## config.mk

```make
export PLATFORM = sky130hd
export DESIGN_NAME = mc_datapath
export DESIGN_NICKNAME = d
export VERILOG_FILES = /design/src/rtl/mc_datapath.sv
export SDC_FILE = /design/constraint.sdc
export NUM_CORES = 2
export LEC_CHECK = 0
export CAP_MARGIN = 20
export CELL_PAD_IN_SITES_DETAIL_PLACEMENT = 1
export CELL_PAD_IN_SITES_GLOBAL_PLACEMENT = 1
export CORE_MARGIN = 5
export CORE_UTILIZATION = 40
export CTS_CLUSTER_DIAMETER = 80
export DETAILED_ROUTE_END_ITERATION = 10
export GPL_ROUTABILITY_DRIVEN = 1
export PLACE_DENSITY_LB_ADDON = 0.1
export SLEW_MARGIN = 20
export SYNTH_ARGS = -nofsm -noshare
export SYNTH_HDL_FRONTEND = slang
export SYNTH_SLANG_ARGS = --single-unit
```

## constraint.sdc

```tcl
create_clock -name clk -period 4.1 [get_ports clk]
set_clock_uncertainty 0.05 [all_clocks]
set_input_delay 0.82 -clock clk [delete_from_list [all_inputs] [get_ports clk]]
set_output_delay 0.82 -clock clk [all_outputs]
set_load 0.05 [all_outputs]
```

## src/rtl/mc_datapath.sv

```systemverilog
// mc_datapath: multi-cycle datapath for a small MIPS-style subset with
// request/ready handshakes on the instruction and data memory ports.
//
// state  | meaning
// FETCH  | imem_req high with imem_addr = PC; waits for imem_ready
// DECODE | register operands and immediate latched, legality decided
// EXEC   | ALU result; beq/j/jr resolve the PC and retire here
// MEM    | dmem_req high for lw/sw; waits for dmem_ready
// WB     | register-file write, PC <= PC+4 or jal target, retire
// HALT   | unsupported instruction seen; only reset leaves this state
module mc_datapath #(
    parameter logic [31:0] RESET_PC        = 32'h0000_3000,
    parameter bit          HALT_ON_ILLEGAL = 1'b1
) (
    input  logic        clk,
    input  logic        reset,
    output logic        imem_req,
    output logic [31:0] imem_addr,
    input  logic        imem_ready,
    input  logic [31:0] imem_rdata,
    output logic        dmem_req,
    output logic        dmem_we,
    output logic [31:0] dmem_addr,
    output logic [31:0] dmem_wdata,
    input  logic        dmem_ready,
    input  logic [31:0] dmem_rdata,
    output logic        retire,
    output logic [31:0] retire_pc,
    output logic        wb_we,
    output logic [4:0]  wb_addr,
    output logic [31:0] wb_data,
    output logic        halted
);

    typedef enum logic [2:0] {
        S_FETCH, S_DECODE, S_EXEC, S_MEM, S_WB, S_HALT
    } state_t;

    localparam logic [5:0] OP_RTYPE = 6'h00;
    localparam logic [5:0] OP_J     = 6'h02;
    localparam logic [5:0] OP_JAL   = 6'h03;
    localparam logic [5:0] OP_BEQ   = 6'h04;
    localparam logic [5:0] OP_ORI   = 6'h0d;
    localparam logic [5:0] OP_LUI   = 6'h0f;
    localparam logic [5:0] OP_LW    = 6'h23;
    localparam logic [5:0] OP_SW    = 6'h2b;
    localparam logic [5:0] FN_SLL   = 6'h00;
    localparam logic [5:0] FN_JR    = 6'h08;
    localparam logic [5:0] FN_ADDU  = 6'h21;
    localparam logic [5:0] FN_SUBU  = 6'h23;

    state_t      state;
    logic [31:0] pc, ir, a, b, ext, alu, mdr;
    logic [31:0] gpr [32];

    logic [5:0]  op, funct;
    logic [4:0]  rs, rt, rd, shamt;
    logic [15:0] imm;

    assign op    = ir[31:26];
    assign rs    = ir[25:21];
    assign rt    = ir[20:16];
    assign rd    = ir[15:11];
    assign shamt = ir[10:6];
    assign funct = ir[5:0];
    assign imm   = ir[15:0];

    logic        legal;
    logic        done;
    logic [31:0] pc4, br_target, j_target, alu_res, wb_val, next_pc;
    logic [4:0]  wb_dst;

    assign pc4       = pc + 32'd4;
    assign br_target = pc4 + {ext[29:0], 2'b00};
    assign j_target  = {pc4[31:28], ir[25:0], 2'b00};

    // supported opcode/funct combinations
    always_comb begin
        legal = 1'b0;
        case (op)
            OP_RTYPE: legal = (funct == FN_ADDU) || (funct == FN_SUBU) ||
                              (funct == FN_SLL)  || (funct == FN_JR);
            OP_J, OP_JAL, OP_BEQ, OP_ORI, OP_LUI, OP_LW, OP_SW: legal = 1'b1;
            default: legal = 1'b0;
        endcase
    end

    // ALU; lw/sw fall through to the address add
    always_comb begin
        alu_res = a + ext;
        case (op)
            OP_RTYPE: begin
                case (funct)
                    FN_ADDU: alu_res = a + b;
                    FN_SUBU: alu_res = a - b;
                    FN_SLL:  alu_res = b << shamt;
                    default: alu_res = '0;
                endcase
            end
            OP_ORI:  alu_res = a | ext;
            OP_LUI:  alu_res = {imm, 16'h0000};
            default: alu_res = a + ext;
        endcase
    end

    // write-back destination and value
    always_comb begin
        wb_dst = rt;
        wb_val = alu;
        if (op == OP_RTYPE) begin
            wb_dst = rd;
        end else if (op == OP_JAL) begin
            wb_dst = 5'd31;
            wb_val = pc4;
        end else if (op == OP_LW) begin
            wb_val = mdr;
        end
    end

    // retirement point and the PC the next fetch uses
    always_comb begin
        done    = 1'b0;
        next_pc = pc4;
        case (state)
            S_EXEC: begin
                if (op == OP_BEQ) begin
                    done = 1'b1;
                    if (a == b) next_pc = br_target;
                end else if (op == OP_J) begin
                    done    = 1'b1;
                    next_pc = j_target;
                end else if (op == OP_RTYPE && funct == FN_JR) begin
                    done    = 1'b1;
                    next_pc = a;
                end
            end
            S_MEM: if (dmem_req && dmem_ready && op == OP_SW) done = 1'b1;
            S_WB: begin
                done = 1'b1;
                if (legal && op == OP_JAL) next_pc = j_target;
            end
            default: done = 1'b0;
        endcase
    end

    // control FSM, datapath registers, register file and registered outputs
    always_ff @(posedge clk or negedge reset) begin
        if (!reset) begin
            state      <= S_FETCH;
            pc         <= RESET_PC;
            ir         <= '0;
            a          <= '0;
            b          <= '0;
            ext        <= '0;
            alu        <= '0;
            mdr        <= '0;
            for (int i = 0; i < 32; i++) gpr[i] <= '0;
            imem_req   <= 1'b0;
            imem_addr  <= '0;
            dmem_req   <= 1'b0;
            dmem_we    <= 1'b0;
            dmem_addr  <= '0;
            dmem_wdata <= '0;
            retire     <= 1'b0;
            retire_pc  <= '0;
            wb_we      <= 1'b0;
            wb_addr    <= '0;
            wb_data    <= '0;
            halted     <= 1'b0;
        end else begin
            retire <= 1'b0;
            wb_we  <= 1'b0;
            case (state)
                S_FETCH: begin
                    // first cycle out of reset raises the request
                    if (!imem_req) begin
                        imem_req  <= 1'b1;
                        imem_addr <= pc;
                    end else if (imem_ready) begin
                        ir       <= imem_rdata;
                        imem_req <= 1'b0;
                        state    <= S_DECODE;
                    end
                end
                S_DECODE: begin
                    a   <= gpr[rs];
                    b   <= gpr[rt];
                    ext <= (op == OP_ORI) ? {16'h0000, imm} : {{16{imm[15]}}, imm};
                    if (legal) begin
                        state <= S_EXEC;
                    end else if (HALT_ON_ILLEGAL) begin
                        state  <= S_HALT;
                        halted <= 1'b1;
                    end else begin
                        state <= S_WB;
                    end
                end
                S_EXEC: begin
                    alu <= alu_res;
                    if (op == OP_LW || op == OP_SW) begin
                        state      <= S_MEM;
                        dmem_req   <= 1'b1;
                        dmem_we    <= (op == OP_SW);
                        dmem_addr  <= {alu_res[31:2], 2'b00};
                        dmem_wdata <= (op == OP_SW) ? b : '0;
                    end else begin
                        state <= S_WB;
                    end
                end
                S_MEM: begin
                    if (dmem_req && dmem_ready) begin
                        dmem_req <= 1'b0;
                        dmem_we  <= 1'b0;
                        mdr      <= dmem_rdata;
                        if (op == OP_LW) state <= S_WB;
                    end
                end
                S_WB: begin
                    // illegal instructions reach here only as NOPs
                    if (legal) begin
                        if (wb_dst != 5'd0) gpr[wb_dst] <= wb_val;
                        wb_we   <= 1'b1;
                        wb_addr <= wb_dst;
                        wb_data <= wb_val;
                    end
                end
                S_HALT: begin
                    imem_req <= 1'b0;
                    dmem_req <= 1'b0;
                    dmem_we  <= 1'b0;
                    halted   <= 1'b1;
                end
                default: state <= S_HALT;
            endcase
            if (done) begin
                state     <= S_FETCH;
                pc        <= next_pc;
                imem_req  <= 1'b1;
                imem_addr <= next_pc;
                retire    <= 1'b1;
                retire_pc <= pc;
            end
        end
    end

endmodule
```

; ---- After elaboration in Yosys (flattened, before gate mapping)
; Cells that the tools add are included.
[totals]
out_inout_bits = 171
register_bits = 1420
[op_classes]
n_reduce_logical = 28
n_eq_ne = 25
mux = 55
bitwise = 4
shifts = 1
n_addsub = 5
n_lt_le_gt_ge = 4
[ops]
columns = operator, count
row1 = $bwmux 1024, 1
row2 = $mux 32, 17
row3 = $bmux 32 s5, 2
row4 = $pmux 32 s3, 2
row5 = $demux 32 s5, 1
row6 = $add 32x32->32, 3
row7 = $pmux 32 s2, 1
row8 = $add 32x3->32 const B, 1
row9 = $eq 32x32->1, 1
row10 = $or 32x32->32, 1
row11 = $shl 32x5->32, 1
row12 = $sub 32x32->32, 1
row13 = $mux 28, 1
row14 = $eq 6x6->1 const B, 4
row15 = $mux 3, 7
row16 = $eq 6x4->1 const B, 3
row17 = $ge 6x6->1 const B, 3
row18 = $not 5->6, 3
row19 = $pmux 3 s5, 1
row20 = $mux 1, 14
row21 = $eq 6x2->1 const B, 2
row22 = $logic_not 6->1, 2
row23 = $ne 3x3->1 const B, 4
row24 = $mux 5, 2
row25 = 20 further kinds, 44

; ---- Logic depth before layout (Yosys ltp)
[logic_depth]
word_depth = 9
ltp_mapped = 18
mapped_depth_nobuf = 18

; ---- Worst setup path before layout
; OpenSTA, ideal clock, no wires.
[synth_path]
kind = reg-to-reg
start = reg pc[2]
end = reg imem_addr[29]
path_slack_ns = 0.094
setup_time_ns = 0.135
stages_incl_launch_ff = 18
t_arrival_ns = 3.821
required_time_ns = 3.915
cell_sequence = dfrtp_1 -> ha_1 -> nand2_1 -> nor2_1 -> and4_1 -> and3_1 -> xor2_1 -> ha_1 -> a21o_1 -> a21o_1 -> a211o_1 -> a221oi_1 -> a21oi_1 -> o211a_1 -> nor3_1 -> o21ai_0 -> a221oi_1 -> nor3_1
[synth_via]
elab_chain_cells = 6
word_cells_on_any_way = 8
classes_between = 2 x add/sub / 6 x mux
[synth_rtl]
columns = item, line_no
row1 = from (decl), 53  ; logic [31:0] pc, ir, a, b, ext, alu, mdr;
row2 = from (signal assigned), 237  ; pc <= next_pc;
row3 = $add 32x3->32 *, 73  ; assign pc4 = pc + 32'd4;
row4 = $add 32x32->32 or $mux 32 (tied branches), "74, 132"
row5 = $mux 32 (on tied branches), "128, 129"
row6 = $mux 32, 126  ; if (op == OP_BEQ) begin
row7 = $pmux 32 s2 *, 124  ; case (state)
row8 = $mux 32 *, 235  ; if (done) begin
row9 = to (signal assigned), 178  ; imem_addr <= pc;
row10 = to (signal assigned), 239  ; imem_addr <= next_pc;
row11 = to (decl), 18  ; output logic [31:0] imem_addr,
; Mark *: on every way between the ends. The rest lies on a longest branch, timed or not.
; A chain may end at the register's enable or synchronous reset.

; ---- Final worst setup path
[layout_path]
start = reg ir[0]
end = reg gpr[389] in the netlist's numbering
[layout_via]
elab_chain_cells = 6
word_cells_on_any_way = 9
classes_between = 3 x eq/ne / 1 x mux / 5 x reduce/logical
[layout_rtl]
columns = item, line_no
row1 = from (decl), 53
row2 = from (signal assigned), 180  ; ir <= imem_rdata;
row3 = $eq 6x6->1, 81  ; OP_RTYPE: legal = (funct == FN_ADDU) || (funct == FN_SUBU) ||
row4 = $logic_or 1x1->1 (2 in a row), 81
row5 = $logic_or 1x1->1 *, 82  ; (funct == FN_SLL) || (funct == FN_JR);
row6 = $pmux 1 s2 *, 80  ; case (op)
row7 = $reduce_and 3->1 (no source line) *, -
row8 = "to (signal, indexed assignment)", 221  ; if (wb_dst != 5'd0) gpr[wb_dst] <= wb_val;
row9 = to (decl), 54  ; logic [31:0] gpr [32];
; Marked as above.

==> results.sh <==
export IMPL_final_nets=7926
export IMPL_swShare=0.454
export IMPL_n_fill_cell=20700
export IMPL_ys_ff_latch=1405
export IMPL_dpl_hpwl_mm=227
export IMPL_tns_ns=0
export IMPL_postRouteAntennaNets=0
export IMPL_cp_start_kind="register"
export IMPL_cp_required_ns=4.73
export IMPL_relSlewSlack=0.232
export IMPL_via_count=62900
export IMPL_reg2regPathDepth=11
export IMPL_ys_warn_count=0
export IMPL_combPwrFrac=0.507
export IMPL_clockPowerShare=0.223
export IMPL_via_per_inst=6.07
export IMPL_cts_tree="yes"
export IMPL_cts_path_max_buffers=3
export IMPL_end_kind="register"
export IMPL_grt_pass1_wl_mm=471
export IMPL_regToRegEndpoint="gpr[389]"
export IMPL_maxCapViolations=0
export IMPL_syn_avg_cell_area_sq_um=10.5
export IMPL_grt_overflow=0
export IMPL_critical_path_class="register to register"
export IMPL_dp_cells=10000
export IMPL_initial_core_util=0.403
export IMPL_syn_instance_count=7428
export IMPL_cts_root_buf="clkbuf_16"
export IMPL_portBuffers=236
export IMPL_hold_start="gpr[998]"
export IMPL_die_width_um=451
export IMPL_seq_area_frac_synth=0.452
export IMPL_max_freq_ghz=0.249
export IMPL_rows=161
export IMPL_dieArea_sq_mm=0.203
export IMPL_synth_edf_count=0
export IMPL_grt_max_degree=118
export IMPL_wl_per_cell_um=31.1
export IMPL_drc=0
export IMPL_final_cell_mix="1,541 x nand2_1, 1,390 x dfrtp_1, 966 x o21ai_0"
export IMPL_antenna_found_initial=19
export IMPL_drt_iter0_markers=5048
export IMPL_power_switching_mw=31.8
export IMPL_h_tree_depth=4
export IMPL_holdCritPathClass="register to register"
export IMPL_p_seq_frac=0.270
export IMPL_clk_latency_ns=0.83
export IMPL_clkTransAtPathRegs_ns=0.06
export IMPL_final_setup_worst_slack_ns=0.0806
export IMPL_netlist_area_sq_mm=0.0777
export IMPL_fin_crit_ns=4.02
export IMPL_path_max_fanout=30
export IMPL_pin_count=239
export IMPL_synth_distinct_cells=87
export IMPL_die_y_um=451
export IMPL_ir_drop_uv=395
export IMPL_cts_buffers_inserted=166
export IMPL_r2r_slack_ns=0.08
export IMPL_power_mw=69.9
export IMPL_outcome="finished, final reports clean"
export IMPL_grt_setup_unrepaired="yes"
export IMPL_finalCritPeriodShare=0.980
export IMPL_async_flop_share=1.00
export IMPL_drv_slew=0
export IMPL_p_leak_nw=39.3
export IMPL_firstDrtPassIters=6
export IMPL_regToRegStartpoint="ir[0]"
export IMPL_min_to="gpr[998]"
export IMPL_hold_viol_final=0
export IMPL_arrival_ns=4.65
export IMPL_intPower_mw=38.1
export IMPL_mostFrequentLayoutCell="nand2_1"
export IMPL_drive_gt1_frac=0.214
export IMPL_worst_pin_slew_ns=1.15
export IMPL_clock_sinks=1405
export IMPL_power_density_mw_per_mm2=758
export IMPL_place_congestion=0.967
export IMPL_grtUsageTotal=0.314
export IMPL_hold_depth=0
export IMPL_core_area_sq_mm=0.193
export IMPL_synthFlopType="dfrtp_1"
export IMPL_setup_viol=0
export IMPL_area_growth_pct=18.7
export IMPL_routed_wl_mm=322
export IMPL_final_cells=10400
export IMPL_dp_slack_ns=-0.160
export IMPL_grt_pass1_vias=65700
-- power by group through the flow --
stage / clock (mW) / combinational (mW) / sequential, mW
floorplan: 0 / 19.3 / 19.1
global placement: 0 / 34.6 / 18.9
detailed placement: 0 / 34.8 / 19.1
CTS: 15.9 / 35.0 / 18.8
global route: 16.5 / 37.5 / 19.1
finish: 15.6 / 35.5 / 18.9
-- worst max-delay path by stage --
stage / start / endpoint / slack [ns] / cells past startpoint
2_1_floorplan: pc[2] / imem_addr[29] / 0.09 / 17
3_3_place_gp: pc[2] / imem_addr[21] / -0.14 / 17
3_5_place_dp: a[1] / dmem_addr[25] / -0.16 / 13
4_1_cts: pc[2] / imem_addr[29] / 0.03 / 18
5_1_grt: pc[12] / imem_addr[30] / -0.08 / 17
6_report: ir[0] / gpr[389] / 0.08 / 11
-- through the flow --
stage	util	hold slack, ns	cell area [sq um]
finish	0.478	0.343	92200
global route	0.478	0.358	92200
detailed placement	0.447	0.333	86200
global placement	0.447	0.326	86200
CTS	0.477	0.346	92000
floorplan	-	0.391	77700
-- cell type report --
type | instances | area [sq um] | share of cell area
sequential | 1405 | 35200 | 0.382
multi-input combinational | 5229 | 40200 | 0.436
antenna | 11 | 27.5 | 0.000298
inverter | 138 | 518 | 0.00562
tap | 2526 | 3160 | 0.0343
clock buffer | 251 | 5010 | 0.0544
clock inverter | 55 | 749 | 0.00813
timing repair buffer | 755 | 7370 | 0.0799
-- what timing repair did --
action                                  in CTS  in global routing
endpoints found under the setup margin       8                 23
resized for setup                            8                 32
hold endpoints to repair                    26                  0
buffers inserted                             0                  4
cloned                                       0                  0
hold buffers                                 1                  0
pin swaps                                    0                 10
-- flip-flops by register name, summed over array words and instances, names as in the netlist, 30 cells and up --
signal / flops
b: 32
alu: 32
ir: 32
gpr: 1024
retire_pc: 32
imem_addr: 32
wb_data: 32
mdr: 32
a: 32
dmem_wdata: 32
dmem_addr: 30
pc: 32
-- worst max-delay path: stages (launching register included) --
cell	delay, ns
dfrtp_1	0.52
buf_4	0.24
nor3_1	0.66
and2_1	0.23
o21ai_1	0.08
o21ai_1	0.24
nand3_4	0.31
or3_1	0.55
or3_4	0.38
buf_4	0.33
nand2_1	0.16
o21ai_1	0.08
-- logic make-up (layout without fill, tap and decap cells) --
logic type	Yosys count	after routing	synth area share
simple gates	2198	2198	0.115
compound gates	1901	1901	0.138
flops	1405	1405	0.452
mux	864	864	0.217
buf+inv	795	1199	0.0398
fa+ha+maj	163	163	0.0266
xor+xnor	101	101	0.0114
other cells	1	13	0.0000482
-- routing by layer --
metal | track usage | vias to the layer above | routed length, um
li1 | - | 27300 | -
met1 | 0.430 | 33100 | 139000
met2 | 0.515 | 1945 | 153000
met3 | 0.0485 | 519 | 18800
met4 | 0.103 | 8 | 11800
met5 | 0 | - | 48
-- cells in the mapped netlist (49+ instances only) --
cell,number,share of area
clkbuf_1,539,0.026
o21ai_1,236,0.015
dfrtp_1,1403,0.45
nor2_1,314,0.015
inv_1,136,0.0066
o21ai_0,972,0.063
mux2_2,77,0.011
nand2_1,1569,0.076
nand3_1,91,0.0059
buf_1,70,0.0034
mux2i_1,139,0.018
nor3_1,49,0.0032
a21oi_1,293,0.019
mux4_2,648,0.19
xnor2_1,61,0.0069
ha_1,159,0.026
Note: power is estimated with default switching activity, not from simulation.
